[src/rtl/alu_issue_ctrl.sv]
// ============================================================================
// alu_issue_ctrl : EX-stage ALU issue/capture controller (valid/ready both sides)
// Revision 1.0
// ============================================================================
`default_nettype none

module alu_issue_ctrl (
  input  logic        clock,
  input  logic        reset,
  input  logic        in_valid,
  output logic        in_ready,
  input  logic [1:0]  in_aluop,
  input  logic [3:0]  in_funct,
  input  logic        in_alusrc,
  input  logic        in_branch,
  input  logic [15:0] in_rs_data,
  input  logic [15:0] in_rt_data,
  input  logic [5:0]  in_imm,
  input  logic [2:0]  in_rd,
  output logic [15:0] alu_input1,
  output logic [15:0] alu_input2,
  output logic [2:0]  alu_control,
  input  logic [15:0] alu_result,
  input  logic        alu_zero,
  output logic        out_valid,
  input  logic        out_ready,
  output logic [15:0] out_result,
  output logic        out_zero,
  output logic        out_taken,
  output logic [2:0]  out_rd,
  output logic        out_err
);

  typedef enum logic [1:0] {
    IDLE = 2'd0,
    EXEC = 2'd1,
    CAPT = 2'd2,
    RESP = 2'd3
  } state_t;

  state_t      state;
  state_t      state_next;
  logic        accept;
  logic [2:0]  dec_control;
  logic        dec_err;
  logic [15:0] dec_op2;
  logic [2:0]  rd_q;
  logic        branch_q;
  logic        err_q;

  always_comb begin
    dec_control = 3'b010;
    dec_err     = 1'b0;
    case (in_aluop)
      2'b01: dec_control = 3'b110;
      2'b10: begin
        case (in_funct)
          4'b0000: dec_control = 3'b010;
          4'b0010: dec_control = 3'b110;
          4'b0100: dec_control = 3'b000;
          4'b0101: dec_control = 3'b001;
          4'b1010: dec_control = 3'b111;
          default: dec_err     = 1'b1;
        endcase
      end
      default: dec_control = 3'b010;
    endcase
  end

  assign dec_op2 = in_alusrc ? {{10{in_imm[5]}}, in_imm} : in_rt_data;
  assign accept  = in_valid & in_ready;

  always_comb begin
    state_next = state;
    in_ready   = 1'b0;
    out_valid  = 1'b0;
    case (state)
      IDLE: begin
        in_ready = 1'b1;
        if (in_valid) state_next = EXEC;
      end
      EXEC: state_next = CAPT;
      CAPT: state_next = RESP;
      RESP: begin
        out_valid = 1'b1;
        in_ready  = out_ready;
        if (out_ready) state_next = in_valid ? EXEC : IDLE;
      end
      default: state_next = IDLE;
    endcase
  end

  always_ff @(posedge clock) begin
    if (!reset) begin
      state       <= IDLE;
      alu_input1  <= 16'h0000;
      alu_input2  <= 16'h0000;
      alu_control <= 3'b010;
      rd_q        <= 3'd0;
      branch_q    <= 1'b0;
      err_q       <= 1'b0;
      out_result  <= 16'h0000;
      out_zero    <= 1'b0;
      out_taken   <= 1'b0;
      out_rd      <= 3'd0;
      out_err     <= 1'b0;
    end else begin
      state <= state_next;
      if (accept) begin
        alu_input1  <= in_rs_data;
        alu_input2  <= dec_op2;
        alu_control <= dec_control;
        rd_q        <= in_rd;
        branch_q    <= in_branch;
        err_q       <= dec_err;
        out_err     <= 1'b0;
      end
      // ALU output is only trustworthy one cycle after it sampled the operands
      if (state == CAPT) begin
        out_result <= alu_result;
        out_zero   <= alu_zero;
        out_taken  <= branch_q & alu_zero;
        out_rd     <= rd_q;
        out_err    <= err_q;
      end
    end
  end

endmodule

`default_nettype wire

[config.mk]
export PLATFORM = sky130hd
export DESIGN_NAME = alu_issue_ctrl
export DESIGN_NICKNAME = d
export VERILOG_FILES = /design/src/rtl/alu_issue_ctrl.sv
export SDC_FILE = /design/constraint.sdc
export NUM_CORES = 1
export LEC_CHECK = 0
export ABC_AREA = 1
export CAP_MARGIN = 20
export CORE_UTILIZATION = 30
export DETAILED_ROUTE_END_ITERATION = 8
export MAX_ROUTING_LAYER = met4
export PLACE_DENSITY_LB_ADDON = 0.3
export SLEW_MARGIN = 20
export SYNTH_ARGS = -nofsm -noshare
export SYNTH_HDL_FRONTEND = slang
export SYNTH_SLANG_ARGS = --single-unit
[constraint.sdc]
create_clock -name clock -period 1.82 [get_ports clock]
set_clock_uncertainty 0.1 [all_clocks]
set_input_delay 0.273 -clock clock [delete_from_list [all_inputs] [get_ports clock]]
set_output_delay 0.273 -clock clock [all_outputs]
set_load 0.02 [all_outputs]
==> results of run 1 <==
[worst max-delay path, delay by kind of cell (launching register included)]
family                     cells  cell delay [ns]
DFF                            1             0.31
and+or+nand+nor                3             0.17
buffers and inverters          3             0.30
adders and majority gates      1             0.20
[kinds of logic (layout without fill, tap and decap cells)]
kind of cell | after synthesis | in the layout | share of synthesized area, %
and+or+nand+nor | 148 | 148 | 22.5
AOI/OAI and AO/OA | 88 | 88 | 16.9
adders and majority gates | 5 | 5 | 2.39
buffers and inverters | 56 | 197 | 9.24
DFF | 64 | 64 | 49.0
[metrics by stage]
| step | TNS (ns) | power, W | area (µm²) | util (%) | instances |
|---|---|---|---|---|---|
| 2_1_floorplan | 0 | 0.00367 | 2610 | - | 361 |
| 3_3_place_gp | -0.106 | 0.00497 | 4080 | 48.9 | 592 |
| 3_5_place_dp | -0.111 | 0.00501 | 4080 | 48.9 | 592 |
| 4_1_cts | 0 | 0.00626 | 4280 | 51.3 | 607 |
| 5_1_grt | 0 | 0.00666 | 4290 | 51.4 | 607 |
| 6_report | 0 | 0.00619 | 4290 | 51.4 | 607 |
[layout make-up]
class	count	area (µm²)	share of cell area, %
tap	105	131	3.06
inverter	36	136	3.18
sequential	64	1280	29.9
timing repair buffer	146	1430	33.4
clock inverter	3	40.0	0.933
clock buffer	12	165	3.85
multi-input combinational	241	1100	25.7
[cells in the final DEF, fill, tap and decap left out]
cell type	Yosys	routed
clkdlybuf4s50_1	0	126
nand2_1	97	97
dfxtp_1	64	64
a21oi_1	46	46
o21ai_0	42	42
nor2_1	40	40
inv_1	35	34
buf_4	0	16
clkbuf_8	0	12
nand3_1	6	6
ha_1	5	4
clkinv_2	1	3
buf_12	0	2
nand2_2	1	1
inv_2	0	1
nand3b_1	1	1
nand3_4	1	1
or2_2	1	1
nand4_1	1	1
ha_4	0	1
bufinv_16	0	1
buf_2	6	1
clkbuf_2	0	1
[timing repair]
item                                    4_1_cts  5_1_grt
pin swaps                                     0        0
setup buffers                                 0        0
gates resized for setup                       7        2
endpoints found under the setup margin        2        2
[registers in the layout (all words and copies together) (netlist names), 2 cells and up]
register / flops
state: 2
alu_input1: 16
alu_control: 3
rd_q: 3
out_result: 16
alu_input2: 16
out_rd: 3
[power by group through the flow]
| stage | registers (W) | clock network [W] | logic, W |
|---|---|---|---|
| after detailed placement | 0.00204 | 0 | 0.00297 |
| after CTS | 0.00202 | 0.00128 | 0.00296 |
| after global routing | 0.00207 | 0.00135 | 0.00325 |
| final | 0.00202 | 0.00123 | 0.00294 |
| after global placement | 0.00203 | 0 | 0.00293 |
| after floorplan | 0.00246 | 0 | 0.00120 |
[final timing paths]
kind,end,slack [ns],depth (start not counted)
hold / removal,rd_q[2]$_SDFFE_PN0P_,0.35,2
hold reg to reg,rd_q[2]$_SDFFE_PN0P_,0.35,2
setup reg to reg,alu_input2[5]$_SDFFE_PN0P_,0.14,10
setup / recovery,in_ready,0.13,7
[Yosys cell counts]
| library cell | count |
|---|---|
| nand2_2 | 1 |
| nor2_1 | 40 |
| or2_2 | 1 |
| buf_2 | 6 |
| nand3_1 | 6 |
| nand2_1 | 97 |
| inv_1 | 35 |
| dfxtp_1 | 64 |
| nand3_4 | 1 |
| clkbuf_1 | 11 |
| ha_1 | 5 |
| o21ai_0 | 42 |
| nand4_1 | 1 |
| nand3b_1 | 1 |
| buf_6 | 3 |
| clkinv_2 | 1 |
| a21oi_1 | 46 |
[routing by layer]
metal	GRT usage (%)	up-vias	share of wire, %	wire, µm
met2	25.4	112	44	3010
met1	18.1	1161	44	3010
met4	4.17	0	0.64	44
li1	-	1405	-	-
met5	-	-	0	0
met3	7.58	8	12	789
==> impl_metrics.toml, run 1 <==
[cts]
clk_pin_slew_ns = 0.07
tritoncts = "built"
worstSkewPairLatency_ns = 0.32
cts.sinks = 64
htree_num_levels = 3
cts_made_buffers = 9
postCtsHoldBufs = 0
clockBufferDepth = 2
clock-root-buffer = "clkbuf_8"

[timing]
fin_ws_ns = 0.128
fmax_mhz = 591
hold_violations = 0
setup_viol = 0
worst_slew_pin_slew_ns = 0.253
rsz0062_at_grt = "no"
period_share_pct = 93.0
min_period_ns = 1.69
final_max_slew_viol_count = 0
slew-limit-headroom_pct = 83.1
whs_ns = 0.352

[final_layout]
syn2layout_area_growth_pct = 64.1
fin_nets = 573
fillCellCount = 822
antenna_cells = 0
drive_above_1_share_pct = 8.17

[die]
start_util_pct = 31.3
pin_count = 129
placementRows = 33
core_area_um2 = 8340
die_x_um = 95.3
die_area_um2 = 9090
dieHeight_um = 95.3

[synth]
synth-seq-cells = 64
syn_inst = 361
yosysTopAreaCell = "dfxtp_1"
ys_warn_count = 0
synth_top_area_share_pct = 49.0
yosysSeqAreaShare_pct = 49.0
synthTopCellsByArea = "dfxtp_1 49%, nand2_1 14%, a21oi_1 8.8%"
syn_area_per_cell_um2 = 7.24
syn-num-nets = 436
synth_area_um2 = 2610
ys_types = 17

[detailed_routing]
post_drt_wl_per_cell_um = 11.3
totalWireLength_mm = 6.86
drt_iter0_drc = 101
drc = 0
viasPerCell = 4.43
num_vias = 2686
drt_pre_antenna_iters = 4
ant_nets = 0

[setup_path]
crit_type = "flip-flop to output port"
critPathSlowestCell = "dfxtp_1"
reg2reg_from = "state[0]$_SDFFE_PN0P_"
arrival_ns = 1.32
crit_chain = "buf_4 > ha_1 > nand2_1 > nand2_2 > nand2_1 > inv_1 > buf_2"
required_ns = 1.45
slowest_delay_ns = 0.31
crit_fanout = 3
path_common_cell = "nand2_1"
end_kind = "output port"
critPathLaunch = "state[0]$_SDFFE_PN0P_"
start_kind = "flip-flop"

[power]
intPower_w = 0.00390
p_clk_share_pct = 19.9
irDropWorstVdd_v = 0.000643
switching_share_pct = 37.1
p_per_area_nw_per_um2 = 1440
p_switching_w = 0.00230
power_leakage_nw = 1.78
pwr-share-seq_pct = 32.6
combPwrFrac_pct = 47.5

[global_route]
track_usage_pct = 16.0
grt_pass1_wl_mm = 10.9
grt_remaining_overflow = 0
grt_start_max_net_pins = 40
grt_pass1_vias = 2436
antenna_found_initial = 0

[worst_hold_path]
min_from = "rd_q[2]$_SDFFE_PN0P_"
hp-class = "flip-flop to flip-flop"

[placed_design]
dp_hpwl_mm = 5.01
pre_cts_ws_ns = -0.111
place.gp.congestion = 0.767
numPortBuffers = 128

[outcome]
status = "complete, no violations"

[run]
max_cap_violations = 0
Note: power is estimated with default switching activity, not from simulation.
==> run 2, diff against run 1 <==
--- a/config.mk
+++ b/config.mk
@@ -6,7 +6,6 @@
 export NUM_CORES = 1
 export LEC_CHECK = 0
 export ABC_AREA = 1
-export CAP_MARGIN = 20
 export CORE_UTILIZATION = 30
 export DETAILED_ROUTE_END_ITERATION = 8
 export MAX_ROUTING_LAYER = met4
==> results of run 2 <==
Final layout, timing and power as in run 1 (identical DEF).
==> run 3, diff against run 2 <==
--- a/config.mk
+++ b/config.mk
@@ -8,6 +8,7 @@
 export ABC_AREA = 1
 export CORE_UTILIZATION = 30
 export DETAILED_ROUTE_END_ITERATION = 8
+export DONT_BUFFER_PORTS = 1
 export MAX_ROUTING_LAYER = met4
 export PLACE_DENSITY_LB_ADDON = 0.3
 export SLEW_MARGIN = 20
==> run 3 against run 2 <==
Net effect:
- design area fell by 24%
- clock-buffer cell count fell by 1
- highest routed layer unchanged
- cell count fell by 17%
- maximum frequency barely moved
- sequential share of layout area rose by 9.8 points
- global-route usage fell by 1.2 points
- via count fell by 13%
- largest power group is now registers
- critical path type unchanged
- die area did not move
- clock power fell by 14%
- critical endpoint unchanged
==> impl_metrics.toml, run 3 (synthesis results as in run 1) <==
[outcome]
status = "complete, no violations"

[detailed_routing]
totalWireLength_mm = 6.50
drt_iter0_drc = 83
ant_nets = 0
drt_pre_antenna_iters = 4
drc = 0
num_vias = 2327
post_drt_wl_per_cell_um = 12.9
viasPerCell = 4.61

[placed_design]
placed_area_um2 = 2710
dp_hpwl_mm = 4.45
place.gp.congestion = 0.717
numPortBuffers = 0

[die]
die_x_um = 95.3
die_area_um2 = 9090
core_area_um2 = 8340
start_util_pct = 31.3
pin_count = 129
placementRows = 33
dieHeight_um = 95.3

[final_layout]
top_regs = "alu_input1 (16), alu_input2 (16), out_result (16)"
postLayoutCoreUtil_pct = 38.8
syn2layout_area_growth_pct = 23.9
antenna_cells = 0
drive_above_1_share_pct = 7.75
final_cell_mix = "97 x nand2_1, 62 x dfxtp_1, 46 x a21oi_1"
fin_nets = 470
fillCellCount = 870
finish.instance_area_um2 = 3240
layout_commonest_cell = "nand2_1"

[cts]
worstSkewPairLatency_ns = 0.33
tritoncts = "built"
cts_made_buffers = 9
clockBufferDepth = 2
clock-root-buffer = "clkbuf_8"
cts.sinks = 64
clk_pin_slew_ns = 0.07
htree_num_levels = 3

[setup_path]
required_ns = 1.45
critPathSlowestCell = "dfxtp_2"
crit_fanout = 4
end_kind = "output port"
reg2reg_depth = 8
slowest_delay_ns = 0.35
path_common_cell = "inv_2"
arrival_ns = 1.32
reg2reg_from = "state[0]$_SDFFE_PN0P_"
start_kind = "flip-flop"
reg2reg_slack_ns = 0.22
crit_type = "flip-flop to output port"
crit_chain = "inv_1 > ha_1 > inv_2 > nand2_1 > inv_2"
critPathLaunch = "state[0]$_SDFFE_PN0P_"

[worst_hold_path]
holdPathStages = 2
min_from = "in_rd[0]"
hp-class = "primary input to flip-flop"

[global_route]
grt_pass1_vias = 2144
antenna_found_initial = 0
track_usage_pct = 14.8
grt_start_max_net_pins = 31
grt_remaining_overflow = 0
grt_pass1_wl_mm = 9.77

[power]
p_per_area_nw_per_um2 = 1580
irDropWorstVdd_v = 0.000644
power_leakage_nw = 1.36

[timing]
final_max_slew_viol_count = 0
setup_viol = 0
hold_violations = 0
fin_tns_setup_ns = 0
fmax_mhz = 591
period_share_pct = 93.0
slew-limit-headroom_pct = 50.0
rsz0062_at_grt = "no"
min_period_ns = 1.69
worst_slew_pin_slew_ns = 0.748

[run]
max_cap_violations = 0
run 3: cell types whose count changed in the layout (fill, tap and decap cells not counted), moves of 2 or more:
cell	previous run	this run
clkdlybuf4s50_1	126	0
dfxtp_2	0	2
dfxtp_1	64	62
buf_4	16	7
clkinvlp_4	0	3
dlygate4sd3_1	0	35
clkbuf_8	12	10
run 3: path summary, 6_finish.rpt:
kind,to
worst max-delay path,in_ready
worst min-delay path,rd_q[0]$_SDFFE_PN0P_
worst max register to register,alu_input1[9]$_SDFFE_PN0P_
worst min register to register,branch_q$_SDFFE_PN0P_
run 3: what timing repair did:
action,CTS,global route
gates resized for setup,1,3
setup endpoints to repair,1,4
endpoints found under the hold margin,44,0
hold buffers,35,0
setup buffers,0,0
run 3: cell type report:
cell class	instances	area, µm²	share of cell area [%]
Clock inverter	5	32.5	1.00
Sequential cell	64	1280	39.6
Tap cell	105	131	4.06
Timing Repair Buffer	43	423	13.1
Inverter	36	136	4.21
Multi-Input combinational cell	241	1090	33.7
Clock buffer	11	141	4.36
run 3: critical path: cells and delay by family, from the launching register on:
| kind | cells | cell delay (ns) |
|---|---|---|
| DFF | 1 | 0.35 |
| and+or+nand+nor | 1 | 0.07 |
| adders and majority gates | 1 | 0.31 |
| buffers and inverters | 3 | 0.25 |
run 3: through the flow:
step | total power [W] | instances | setup slack [ns] | hold WS, ns
3_5_place_dp | 0.00403 | 454 | 0.148 | 0.268
6_report | 0.00512 | 505 | 0.128 | 0.0488
4_1_cts | 0.00519 | 505 | 0.00937 | 0.0278
2_1_floorplan | 0.00367 | 361 | 0.308 | 0.308
3_3_place_gp | 0.00397 | 454 | 0.197 | 0.264
5_1_grt | 0.00554 | 505 | 0.0208 | 0.0462
run 3: metal layers:
metal	vias to the layer above	routed length [µm]	GRT usage, %	share of wire (%)
li1	1203	-	-	-
met1	1022	2620	14.3	40
met2	97	3150	25.5	48
met3	5	690	8.13	11
met4	0	44	3.79	0.68
met5	-	0	-	0
run 3: where the power goes:
group | internal [W] | switching, W
Combinational | 0.000553 | 0.000980
Sequential | 0.00183 | 0.000700
Clock | 0.000526 | 0.000532
